### src/rtl/mbtrain_pkg.sv
// Shared MBTRAIN definitions: point-test state encoding, PRBS23 polynomial/seed,
// default lane count and a single-step PRBS23 helper.
package mbtrain_pkg;

  localparam int DEF_NUM_LANES = 16;

  // x^23 + x^18 + 1 expressed as a tap mask on state bits 22 and 17
  localparam logic [22:0] PRBS23_POLY = 23'h420000;
  localparam logic [22:0] PRBS23_SEED = 23'h1DBFBC;

  localparam logic [2:0] ST_IDLE    = 3'd0;
  localparam logic [2:0] ST_CLEAR   = 3'd1;
  localparam logic [2:0] ST_COMPARE = 3'd2;
  localparam logic [2:0] ST_EVAL    = 3'd3;
  localparam logic [2:0] ST_ACK     = 3'd4;

  typedef enum logic [2:0] {
    IDLE    = ST_IDLE,
    CLEAR   = ST_CLEAR,
    COMPARE = ST_COMPARE,
    EVAL    = ST_EVAL,
    ACK     = ST_ACK
  } pt_state_t;

  function automatic logic [22:0] prbs23_step(input logic [22:0] s);
    return {s[21:0], ^(s & PRBS23_POLY)};
  endfunction

endpackage

### src/rtl/mbtrain_prbs_gen.sv
// PRBS23 pattern source: seed load plus advance-by-LANE_W-steps per enable.
// Shared between the RX checker and the TX pattern generator.
module mbtrain_prbs_gen
  import mbtrain_pkg::*;
#(
  parameter int          LANE_W = 8,
  parameter logic [22:0] SEED   = PRBS23_SEED
) (
  input  logic              clk,
  input  logic              rst_n,
  input  logic              load,
  input  logic              adv,
  output logic [LANE_W-1:0] pattern
);

  logic [22:0] lfsr_reg;
  logic [22:0] lfsr_next;

  always_comb begin
    lfsr_next = lfsr_reg;
    for (int i = 0; i < LANE_W; i++) begin
      lfsr_next = prbs23_step(lfsr_next);
    end
  end

  always_ff @(posedge clk or negedge rst_n) begin
    if (!rst_n) begin
      lfsr_reg <= SEED;
    end else if (load) begin
      lfsr_reg <= SEED;
    end else if (adv) begin
      lfsr_reg <= lfsr_next;
    end
  end

  assign pattern = lfsr_reg[LANE_W-1:0];

endmodule

### config.mk
export PLATFORM = sky130hd
export DESIGN_NAME = mbtrain_prbs_gen
export DESIGN_NICKNAME = d
export VERILOG_FILES = /design/src/rtl/mbtrain_pkg.sv /design/src/rtl/mbtrain_prbs_gen.sv
export SDC_FILE = /design/constraint.sdc
export NUM_CORES = 1
export LEC_CHECK = 0
export ABC_AREA = 1
export BUFFER_PORTS_ARGS = -buffer_cell sky130_fd_sc_hd__buf_4
export CAP_MARGIN = 0
export CORE_UTILIZATION = 25
export CTS_CLUSTER_DIAMETER = 100
export CTS_CLUSTER_SIZE = 14
export DETAILED_ROUTE_END_ITERATION = 12
export PLACE_DENSITY = 0.53
export SYNTH_ARGS = -nofsm -noshare
export SYNTH_HDL_FRONTEND = slang
export SYNTH_SLANG_ARGS = --single-unit
### constraint.sdc
create_clock -name clk -period 1.1 [get_ports clk]
set_input_delay 0.055 -clock clk [delete_from_list [all_inputs] [get_ports clk]]
set_output_delay 0.055 -clock clk [all_outputs]
set_load 0.005 [all_outputs]
==> run metrics <==
outcome finished clean; Sw Share 26.2%; CTS sink cnt 23; Comb pwr share 12.1%; Clk pwr share 31.3%; CTS tree built; vias in the first global route 810; critical path launch point type flop; Seq/Total Area, Yosys 54.9%; Max Fclk 0.991 GHz; CP Buf/Inv Count 1; total wire length 2.21 mm; CP cell instances buf_4; CTS clk-pin slew, worst paths 90 ps; GRT Util Overall 11.6%; GRT overflow 0; Final Setup Violations 0; share of cells above drive strength 1 28.1%; worst path arrival time 950 ps; Placed Instance Area 1180 sq um; worst min-delay path category input pin to flop; first-pass GRT wire length 3.81 mm; Pint 1280 uW; Die ar. 4610 sq um; maximum VDD drop 0.455 mV; WS Path Type flop to primary output; RSZ-0062 raised after global routing false; Layout area overhead 13.7%; sequential share of power 56.6%; WL per Instance 11.7 um; FP Rows 23; setup TNS 0 ps; CTS root buf clkbuf_8; Least-Margin Pin Slew 299 ps; CORE AREA 4090 sq um; CP peak stage delay 570 ps; Final Slew Violations 0; via density per instance 4.31; Crit Path Max Fanout 3; leakage power 0.000635 uW; Max-Cap Viols 0; P_sw 453 uW; min Tclk post-route 1010 ps; synthesized area 1080 sq um; synth unique cells 12; Post-CTS Setup Inserts 0; Mapped Nets 135; Vert. Die Dim 67.9 um; ant diodes 0; fraction of the cycle the final worst path needs 91.7%; final instance area 1230 sq um; CTS Buffer Depth 2; Setup Skew 4.49 ps; Critical Path RT 1040 ps; Ys Warns 0; maximum number of pins on one net before global-route repair 24; post-route ant nets 0; Yosys reg bits 23; GP Congestion 0.800; port bufs 11; Residual DRC 0; clk_lat worst skew 270 ps; initial antenna violation count 0; vias 815; Die Wd 67.9 um; fin nets 144; max reg flops 23; Mean Syn Cell Area 8.28 sq um; Crit. End Element primary output; TritonRoute pass-1 iters 4; H-tree depth 1; TritonCTS Buffers 3; Power Density 1400 nW/um^2; Slew Limit Headroom 80.1%; post-synthesis cell count 131; io pins 12; initial DRC count 15; Top delay family on crit path flip-flops; initial core utilization 26.5%; slowest CP cell dfstp_2; Post-DP HPWL 1.54 mm; Final Hold Violating Endpoints 0
==> repair_timing <==
item                                   in CTS  in global routing
endpoints found under the hold margin      23                  0
resized for setup                           0                  0
hold buffers                                1                  0
==> per-layer routing <==
metal	wire (um)	GRT usage, %	vias to the layer above
met5	0	0	-
met3	61	2.17	4
met2	1040	17.9	9
met4	38	6.25	0
li1	-	-	408
met1	1070	15.3	394
==> kinds of logic (layout without fill, tap and decap cells) <==
group | count (synthesis) | in the layout | synth area share [%]
buf+inv | 34 | 42 | 14.9
compound gates | 24 | 24 | 11.1
flops | 23 | 23 | 54.9
simple gates | 50 | 50 | 19.1
==> synth_stat cells (all sizes together) <==
cell    count  area, sq um
a21oi      11         55.1
buf         9         67.6
clkbuf      2         7.51
dfrtp       7          175
dfstp      16          420
inv        23         86.3
nand2      38          143
nand3       8         40.0
nor2        2         12.5
o21ai      13         65.1
or2         2         12.5
==> worst paths after layout <==
path	from	to	slack (ps)	cells past startpoint
min in group asynchronous	rst_n	lfsr_reg[1]	200	2
worst max register to register	lfsr_reg[10]	lfsr_reg[0]	200	3
worst max-delay path	lfsr_reg[5]	pattern[5]	90	1
max in group asynchronous	rst_n	lfsr_reg[4]	610	2
worst min-delay path	adv	lfsr_reg[12]	80	2
worst min register to register	lfsr_reg[9]	lfsr_reg[9]	480	2
==> power groups by stage <==
| stage | Clock, uW | Sequential (uW) | Combinational, uW |
|---|---|---|---|
| 3_5_place_dp | 0 | 994 | 209 |
| 2_1_floorplan | 0 | 978 | 144 |
| 5_1_grt | 583 | 988 | 245 |
| 3_3_place_gp | 0 | 990 | 209 |
| 4_1_cts | 553 | 979 | 215 |
| 6_report | 541 | 978 | 210 |
==> final cells by class <==
type / instances / area (sq um)
clock buffer: 3 / 41.3
clock inverter: 1 / 5.00
fill: 448 / 2850
inverter: 23 / 86.3
multi-input combinational: 74 / 328
sequential: 23 / 596
tap: 50 / 62.6
timing repair buffer: 15 / 115
==> layout by cell type (no fill, tap or decap) <==
cell / netlist / layout
inv_2: 1 / 1
a21oi_1: 11 / 11
clkbuf_8: 0 / 3
or2_2: 2 / 2
clkinv_2: 0 / 1
nand3_1: 8 / 8
nor2_2: 2 / 2
dlygate4sd3_1: 0 / 1
inv_1: 22 / 22
buf_4: 9 / 14
dfstp_2: 16 / 16
o21ai_0: 13 / 13
nand2_1: 38 / 38
dfrtp_1: 7 / 7
==> metrics by stage <==
step	setup WS [ps]	std cells	utilization [%]	power, uW	hold slack, ps
6_report	90.9	189	30.2	1730	75.6
5_1_grt	65.1	189	30.2	1820	93.6
4_1_cts	89.4	189	30.2	1750	78.3
3_5_place_dp	209	184	28.8	1200	-29.5
3_3_place_gp	215	184	28.8	1200	-32.4
2_1_floorplan	248	131	-	1120	-241
Note: power is estimated with default switching activity, not from simulation.
